<file path="config.mk">
export PLATFORM = sky130hd
export DESIGN_NAME = rsg_param
export DESIGN_NICKNAME = d
export VERILOG_FILES = /design/src/rtl/rsg_param.sv
export SDC_FILE = /design/constraint.sdc
export NUM_CORES = 1
export LEC_CHECK = 0
export BUFFER_PORTS_ARGS = -buffer_cell sky130_fd_sc_hd__buf_2
export CAP_MARGIN = 20
export CORE_MARGIN = 5
export CORE_UTILIZATION = 47
export CTS_BUF_LIST = sky130_fd_sc_hd__clkbuf_16
export DETAILED_ROUTE_END_ITERATION = 16
export GPL_TIMING_DRIVEN = 1
export PLACE_DENSITY = 0.78
export SETUP_SLACK_MARGIN = 0.5
export SYNTH_ARGS = -nofsm -noshare
export SYNTH_HDL_FRONTEND = slang
export SYNTH_SLANG_ARGS = --single-unit
export TNS_END_PERCENT = 5
</file>
<file path="constraint.sdc">
create_clock -name clock -period 3.5 [get_ports clock]
set_input_delay 0.525 -clock clock [delete_from_list [all_inputs] [get_ports clock]]
set_output_delay 0.525 -clock clock [all_outputs]
set_load 0.01 [all_outputs]
</file>
<file path="src/rtl/rsg_param.sv">
// rsg_param: parametrised random digit sequence generator, flasher and checker for the memory game
// Ports: clock/rst (async active-high), start/logout/level_num from the level controller,
//   digit_in/digit_valid/replay from the player, flash_num {on,digit} to the display,
//   seq_len/input_idx progress, busy/input_phase/win/loose status; all outputs registered.
// Optional feature: define RSG_REPLAY_EN to allow one sequence replay per round.
module rsg_param #(
  parameter int          DIGIT_W   = 4,
  parameter int          MAX_DIGIT = 9,
  parameter int          DEPTH     = 16,
  parameter int          BASE_LEN  = 3,
  parameter int          FLASH_CYC = 50000000,
  parameter int          GAP_CYC   = 25000000,
  parameter int          INPUT_TO  = 250000000,
  parameter logic [15:0] SEED      = 16'hACE1
) (
  input  logic               clock,
  input  logic               rst,
  input  logic               start,
  input  logic               logout,
  input  logic [3:0]         level_num,
  input  logic [DIGIT_W-1:0] digit_in,
  input  logic               digit_valid,
  input  logic               replay,
  output logic [DIGIT_W:0]   flash_num,
  output logic [4:0]         seq_len,
  output logic [4:0]         input_idx,
  output logic               busy,
  output logic               input_phase,
  output logic               win,
  output logic               loose
);
  localparam int AW = DEPTH > 1 ? $clog2(DEPTH) : 1;
  typedef enum logic [2:0] {IDLE, GEN, SHOW_ON, SHOW_OFF, INPUT, WIN, LOSE} state_t;
  state_t state_q, state_d;
  logic [15:0] lfsr_q;
  logic [DIGIT_W-1:0] mem_q [DEPTH];
  logic [4:0] idx_q, idx_d, len_q, len_d, in_q, in_d, len_new;
  logic [31:0] tmr_q, tmr_d, len_sum;
  logic [DIGIT_W-1:0] raw, digit;
  logic [DIGIT_W:0] flash_q;
  logic busy_q, inp_q, win_q, loose_q, rep_req;
  assign raw = lfsr_q[DIGIT_W-1:0];
  assign digit = raw > DIGIT_W'(MAX_DIGIT) ? raw - DIGIT_W'(MAX_DIGIT + 1) : raw;
  assign len_sum = 32'(BASE_LEN) + 32'(level_num);
  assign len_new = len_sum > 32'(DEPTH) ? 5'(DEPTH) : len_sum[4:0];
`ifdef RSG_REPLAY_EN
  logic rep_q;
  assign rep_req = replay && !rep_q && in_q == 5'd0;
  always_ff @(posedge clock or posedge rst)
    if (rst) rep_q <= 1'b0;
    else rep_q <= (state_d == GEN && state_q != GEN) ? 1'b0 : rep_q | (state_q == INPUT && state_d == SHOW_ON);
`else
  logic unused_replay;
  assign unused_replay = replay;
  assign rep_req = 1'b0;
`endif
  always_comb begin
    state_d = state_q;
    idx_d = idx_q;
    len_d = len_q;
    in_d = in_q;
    tmr_d = tmr_q;
    if (logout) begin
      state_d = IDLE;
      idx_d = '0;
      len_d = '0;
      in_d = '0;
      tmr_d = '0;
    end else case (state_q)
      IDLE, WIN, LOSE: if (start) begin
        state_d = GEN;
        idx_d = '0;
        in_d = '0;
        len_d = len_new;
      end
      GEN: if (idx_q == len_q - 5'd1) begin
        state_d = SHOW_ON;
        idx_d = '0;
        tmr_d = 32'(FLASH_CYC - 1);
      end else idx_d = idx_q + 5'd1;
      SHOW_ON: if (tmr_q == '0) begin
        state_d = SHOW_OFF;
        tmr_d = 32'(GAP_CYC - 1);
      end else tmr_d = tmr_q - 32'd1;
      SHOW_OFF: if (tmr_q != '0) tmr_d = tmr_q - 32'd1;
      else if (idx_q == len_q - 5'd1) begin
        state_d = INPUT;
        in_d = '0;
        tmr_d = 32'(INPUT_TO);
      end else begin
        state_d = SHOW_ON;
        idx_d = idx_q + 5'd1;
        tmr_d = 32'(FLASH_CYC - 1);
      end
      INPUT: if (digit_valid) begin
        if (digit_in != mem_q[in_q[AW-1:0]]) state_d = LOSE;
        else if (in_q == len_q - 5'd1) state_d = WIN;
        else begin
          in_d = in_q + 5'd1;
          tmr_d = 32'(INPUT_TO);
        end
      end else if (rep_req) begin
        state_d = SHOW_ON;
        idx_d = '0;
        tmr_d = 32'(FLASH_CYC - 1);
      end else if (tmr_q <= 32'd1) state_d = LOSE;
      else tmr_d = tmr_q - 32'd1;
      default: state_d = IDLE;
    endcase
  end
  always_ff @(posedge clock)
    if (state_q == GEN) mem_q[idx_q[AW-1:0]] <= digit;
  // A one-digit round leaves GEN on the same edge that writes entry 0, so bypass it
  always_ff @(posedge clock or posedge rst)
    if (rst) begin
      state_q <= IDLE;
      lfsr_q <= SEED;
      idx_q <= '0;
      len_q <= '0;
      in_q <= '0;
      tmr_q <= '0;
      flash_q <= '0;
      busy_q <= 1'b0;
      inp_q <= 1'b0;
      win_q <= 1'b0;
      loose_q <= 1'b0;
    end else begin
      state_q <= state_d;
      lfsr_q <= lfsr_q[0] ? (lfsr_q >> 1) ^ 16'hB400 : lfsr_q >> 1;
      idx_q <= idx_d;
      len_q <= len_d;
      in_q <= in_d;
      tmr_q <= tmr_d;
      flash_q <= state_d == SHOW_ON ? {1'b1, (state_q == GEN && len_q == 5'd1) ? digit : mem_q[idx_d[AW-1:0]]} : '0;
      busy_q <= state_d inside {GEN, SHOW_ON, SHOW_OFF, INPUT};
      inp_q <= state_d == INPUT;
      win_q <= state_d == WIN;
      loose_q <= state_d == LOSE;
    end
  assign flash_num = flash_q;
  assign seq_len = len_q;
  assign input_idx = in_q;
  assign busy = busy_q;
  assign input_phase = inp_q;
  assign win = win_q;
  assign loose = loose_q;
endmodule

</file>
# Yosys cells after proc, flatten, opt, wreduce, memory -nomap -nowiden
# Memory sizes are Yosys's and may differ from the RTL's.
# Index checks and enable logic that the tools add are counted.
dict set report word_totals {
  regBits 75
  mem_bits_rw 64
  input_bits 14
  out_inout_bits 19
  wordCells 110
  n_memories 1
}
# memory words width rd rd_clocked_by_memory_dff write_ports line_no
set memory_table {}
lappend memory_table {mem_q 16 4 2 0 1 36} ;# logic [DIGIT_W-1:0] mem_q [DEPTH];
dict set report op_classes {
  n_addsub 6
  n_lt_le_gt_ge 3
  eq_ne 27
  n_mux 45
  bitwise_logic 1
  reduce_logical 15
}
# op n
set op_table {}
lappend op_table {{two-way mux 32 bit} 8}
lappend op_table {{case mux 32 bit (4 select lines)} 1}
lappend op_table {{two-way mux 5 bit} 17}
lappend op_table {{less-or-equal comparator 32 x 1 -> 1 bit, second input constant} 1}
lappend op_table {{zero test 32 bit} 1}
lappend op_table {{nonzero test 32 bit} 1}
lappend op_table {{subtractor 32 x 1 -> 32 bit, second input constant} 1}
lappend op_table {{two-way mux 3 bit} 10}
lappend op_table {{case mux 5 bit (3 select lines)} 2}
lappend op_table {{two-way mux 28 bit} 1}
lappend op_table {{!= test 3 bit, second input constant} 8}
lappend op_table {{== test 3 bit, second input constant} 6}
lappend op_table {{two-way mux 16 bit} 1}
lappend op_table {{case mux 3 bit (5 select lines)} 1}
lappend op_table {{== test 3 x 2 -> 1 bit, second input constant} 4}
lappend op_table {{!= test 4 bit, second input constant} 3}
lappend op_table {{nonzero test 4 bit} 3}
lappend op_table {{adder 5 x 1 -> 5 bit, second input constant} 2}
lappend op_table {{== test 5 bit} 2}
lappend op_table {{two-way mux 4 bit} 2}
lappend op_table {{AND reduction 7 bit} 1}
lappend op_table {{== test 3 x 1 -> 1 bit, second input constant} 2}
lappend op_table {{adder 2 x 4 -> 5 bit, first input constant} 1}
lappend op_table {{== test 5 x 1 -> 1 bit, second input constant} 1}
lappend op_table {{15 further kinds} 17}

# Longest topological paths before layout
dict set report depth {
  ltp_word 9
  ltp_mapped 18
  depth_no_buf 15
}

# Least setup slack after synthesis
# OpenSTA, ideal clock, no wires.
dict set report synth_path {
  path_kind {flip-flop to flip-flop}
  from {register len_q[0] (netlist: seq_len[0])}
  to {register flash_q[2] (netlist: flash_num[2])}
  setup_time_ns 0.134
  t_arrival_ns 3.637
  t_required_ns 3.366
  slack_ns -0.271
  stages_incl_launch_ff 18
  period_less_slack_ns 3.771
  cell_sequence {dfrtp_1 -> inv_1 -> ha_1 -> nor3b_1 -> xnor2_1 -> o2111a_1 -> clkbuf_1 -> inv_1 -> ha_1 -> nor2_1 -> nand4_1 -> o311ai_4 -> nand2_8 -> buf_6 -> mux2_1 -> o211a_1 -> nor4_1 -> a211oi_1}
}
dict set report synth_between {
  elab_chain_len 9
}
# item line_no
set synth_rtl {}
lappend synth_rtl {{from (decl)} 37} ;# logic [4:0] idx_q, idx_d, len_q, len_d, in_q, in_d, len_new;
lappend synth_rtl {{from (signal assigned)} 131} ;# len_q <= len_d;
lappend synth_rtl {{subtractor 5 x 1 -> 5 bit} {76, 86, 97}}
lappend synth_rtl {{== test 5 bit, on equally long branches} {76, 86, 97}}
lappend synth_rtl {{two-way mux 5 bit / two-way mux 3 bit (equally long branches)} {86, 97}}
lappend synth_rtl {{two-way mux 5 bit / two-way mux 3 bit (equally long branches)} {85, 96}}
lappend synth_rtl {{case mux 5 bit (3 select lines) / two-way mux 3 bit (equally long branches)} {69, 95}}
lappend synth_rtl {{two-way mux 5 bit / case mux 3 bit (5 select lines) (equally long branches)} {63, 69}}
lappend synth_rtl {{memory read (16 x 4 bit) / two-way mux 3 bit (equally long branches)} -}
lappend synth_rtl {{two-way mux 4 bit / == test 3 x 2 -> 1 bit (equally long branches)} 134} ;# flash_q <= state_d == SHOW_ON ? {1'b1, (state_q == GEN && len_q == 5'd1) ? digit : mem_q[idx_d[AW-1:0]]} : '0;
lappend synth_rtl {{two-way mux 5 bit *} 134}
lappend synth_rtl {{to (signal assigned)} 134}
lappend synth_rtl {{to (decl)} 40} ;# logic [DIGIT_W:0] flash_q;
# Mark *: on every way between the ends. The rest lies on a longest branch, timed or not. The select of a mux whose other input is x is not followed.
# A chain may end at the register's enable or synchronous reset.

# Worst setup path in the final report
dict set report layout_path {
  from {register tmr_q[0]}
  to {register flash_q[0] (netlist: flash_num[0])}
}
dict set report layout_between {
  elab_chain_len 7
}
# item line_no
set layout_rtl {}
lappend layout_rtl {{from (decl)} 38} ;# logic [31:0] tmr_q, tmr_d, len_sum;
lappend layout_rtl {{from (signal assigned)} 133} ;# tmr_q <= tmr_d;
lappend layout_rtl {{less-or-equal comparator 32 x 1 -> 1 bit / nonzero test 32 bit (equally long branches)} {106, 85}}
lappend layout_rtl {{two-way mux 3 bit / two-way mux 5 bit (equally long branches)} {106, 85}}
lappend layout_rtl {{two-way mux 3 bit / case mux 5 bit (3 select lines) (equally long branches)} {95, 69}}
lappend layout_rtl {{case mux 3 bit (5 select lines) / two-way mux 5 bit (equally long branches)} {69, 63}}
lappend layout_rtl {{two-way mux 3 bit / memory read (16 x 4 bit) (equally long branches)} -}
lappend layout_rtl {{== test 3 x 2 -> 1 bit / two-way mux 4 bit (equally long branches)} 134}
lappend layout_rtl {{two-way mux 5 bit *} 134}
# Marked as above.

==> qor.txt <==
Status = completed
Max incr delay on CP = 0.51 ns
Clock sink count = 139
Antenna viol nets, final = 0
Cell Area, Synth = 7996 um2
Antenna violations before repair = 0
Detailed-routing iteration count for the pre-antenna-repair pass = 5
Largest delay contributor family on the critical path = simple AND/OR/NAND/NOR gates
Arrival time of the worst setup path = 3.64 ns
Final clock skew = 0.01227 ns
Largest area contributor in the synthesized netlist = edfxtp_1
Fin nets = 878
Initial standard-cell utilization of the core = 48.05%
Reg-to-reg setup timing slack = 0.15 ns
H-tree level count = 4
Worst hold path depth = 0
End point of the most critical hold path = lfsr_q[3]
Leakage Power = 4.184 nW
Total count of hold-check failures in the final report = 0
Critical path class = reg2reg
Global route total overflow = 0
Maximum number of pins on one net before global-route repair = 38
Instance count of the mapped netlist = 761
Mapped Nets = 788
Critical Path Sink Type = register
Total number of vias = 6827
Post-synth EDFFs = 64
P&R area growth vs syn = 24.36%
Global-route total usage across every layer = 22.15%
Mean instance size in the synthesized netlist = 10.51 um2
Floorplan row count = 47
Prevailing post-synth register cell = dfrtp_1
Req. time, crit path = 3.78 ns
RSZ-0062 raised after global routing = yes
Max-slew violations = 0
Number of clock buffers inserted by TritonCTS = 17
Placed wire-length estimate = 14.49 mm
GPL Wtd Cong = 0.9482
Clk_lat worst skew = 0.43 ns
Maximum achievable frequency = 298.1 MHz
IO Pins = 33
Layout cells sized above 1 = 30.21%
Worst flop-to-flop path startpoint = tmr_q[0]
Cell-by-cell trace of the critical path = inv_1 > ha_1 > or3b_2 > nor4_1 > buf_4 > o2111a_1 > o311ai_4 > nand2_8 > mux2_2 > o211a_1 > nor4_2 > a211oi_1
Sequential area share after synthesis = 47.63%
R2R Path End = flash_num[0]
Wire length of the first global-routing pass = 34.77 mm
Depth of the worst register-to-register path = 12
Reported max-cap violation count = 0
Number of global-route vias before repair = 6482
Die Span Y = 140.4 um
Top post-synthesis cells by area = edfxtp_1 (24%), dfrtp_1 (21%), mux4_2 (4.5%)
Root buffer cell = clkbuf_16
Count of buffers from port buffering = 31
Transition time of the tightest slew-check pin = 0.7204 ns
Critical-path top delay cell = or3b_2
Core region area = 16640 um2
Clock tree from TritonCTS = built
Horizontal extent of the die = 140.4 um
Post-detailed-routing wire length = 22.14 mm
Summed negative setup slack over all endpoints = 0 ns
Antenna fix cells = 0
Share of Yosys cell area claimed by the top area cell type = 24.03%
Die area = 19720 um2
DR vias/cell = 6.298
Worst-case headroom to the max-slew limit = 51.65%
Clk pin slew, worst setup/hold paths = 0.06 ns
Largest fanout on the critical path = 6
Avg WL per Cell = 20.43 um
Async set or reset register ratio after synthesis = 53.96%
Final setup violating endpoints = 0
Unique masters post-synth = 80
Share of the clock period used by the worst path = 95.85%
HP Start = lfsr_q[4]
Synthesized flop and latch total = 139
Tot Pwr = 4.251 mW
# DRC = 0
Maximum vdd ir drop = 0.0003755 V
Minimum period implied by the final worst setup slack = 3.355 ns
Clock buffer depth = 2
Critical path buffers and inverters = 2
P per Cell Area = 427.5 nW/um2
Worst min-delay path category = reg2reg
Yosys warns = 0
Iter 0 DRT Violations = 779
Kind of launch point of the worst setup path = register
flip-flops by register name, indices dropped and copies added, names as in the netlist, 3 cells and up:
signal / count
lfsr_q: 16
input_idx: 5
state_q: 3
mem_q: 64
seq_len: 5
tmr_q: 32
flash_num: 5
idx_q: 5
report_power, final:
| group | switching (mW) | total (mW) | internal (mW) |
|---|---|---|---|
| combinational | 0.346 | 0.599 | 0.252 |
| sequential | 0.0326 | 1.76 | 1.73 |
| clock | 0.754 | 1.89 | 1.14 |
cell usage after synthesis (all sizes together), types with 10 or more instances:
cell,n
nor2,85
dfrtp,67
edfxtp,64
o21ai,56
nand2,48
a21oi,36
inv,29
nor3,28
nand3,27
clkbuf,24
mux2i,19
mux4,16
o211a,16
mux2,15
buf,14
xnor2,14
ha,13
a21o,12
o211ai,12
nand2b,10
placed cells by master (no fill, tap or decap), types with 5 or more instances in the layout:
master,instances
nor2_1,79
dfrtp_1,65
edfxtp_1,64
buf_4,63
nand2_1,44
o21ai_0,39
buf_2,31
inv_1,27
nor3_1,27
nand3_1,24
a21oi_1,24
mux2i_1,18
clkbuf_16,17
mux4_2,16
o21ai_1,14
xnor2_1,13
o211a_1,13
o211ai_1,12
a21o_1,11
ha_1,11
nand2b_1,10
a21oi_2,10
or3_1,9
buf_6,9
nor2b_1,8
mux2_2,8
dfstp_2,8
xor2_1,7
a31oi_1,7
mux2_4,7
a211oi_1,6
inv_6,6
nand4_1,5
or2_2,5
and2_1,5
or4_4,5
o31ai_1,5
a211o_1,5
logic make-up (layout without fill, tap and decap cells):
group | count (synthesis) | after routing | share of synthesized area [%]
mux | 50 | 50 | 9.044
xor+xnor | 23 | 23 | 2.691
buf+inv | 67 | 168 | 3.458
flops | 139 | 139 | 47.63
compound gates | 200 | 200 | 17.79
fa+ha+maj | 13 | 13 | 2.034
simple gates | 269 | 271 | 17.35
per-stage QoR:
stage | utilization (%) | instance area [um2] | worst slack, ns | hold slack [ns] | cells
6_report | 59.75 | 9945 | 0.1454 | 0.3466 | 1084
5_1_grt | 59.75 | 9945 | -0.01465 | 0.3561 | 1084
2_1_floorplan | - | 8045 | 0.1798 | 0.3312 | 761
3_5_place_dp | 52.67 | 8766 | 0.02160 | 0.3371 | 1035
3_3_place_gp | 52.67 | 8766 | 0.1027 | 0.3355 | 1035
4_1_cts | 57.47 | 9564 | 0.1637 | 0.3496 | 1080
area by class of cell:
cell class                 instances  area [um2]
tap                              220       275.3
inverter                          29       112.6
clock inverter                    15       186.4
timing repair buffer             107       799.5
sequential                       139        3811
multi-input combinational        557        4334
clock buffer                      17       425.4
fill                            1298        6698
what timing repair did:
action / 4_1_cts / 5_1_grt
setup buffers: 10 / 4
hold buffers: 1 / 0
gates resized for setup: 11 / 86
cloned: 2 / 0
endpoints found under the setup margin: 33 / 46
pin swaps: 13 / 35
endpoints found under the hold margin: 3 / 0
worst max-delay path by stage:
stage	startpoint	endpoint	slack (ns)	cells after the start
after floorplan	seq_len[1]	flash_num[0]	0.18	17
after global placement	seq_len[1]	flash_num[0]	0.10	15
after detailed placement	seq_len[1]	flash_num[3]	0.02	15
after CTS	seq_len[1]	flash_num[2]	0.16	15
after global routing	seq_len[1]	flash_num[1]	-0.01	15
final	tmr_q[0]	flash_num[0]	0.15	12
metal layers:
metal | up-vias | track usage [%] | routed length, um
li1 | 3046 | - | -
met1 | 3391 | 30.21 | 9187
met2 | 334 | 35.81 | 10650
met3 | 56 | 4.124 | 1629
met4 | 0 | 7.394 | 677
met5 | - | 0 | 0
Power figures use the tool's default switching activity.
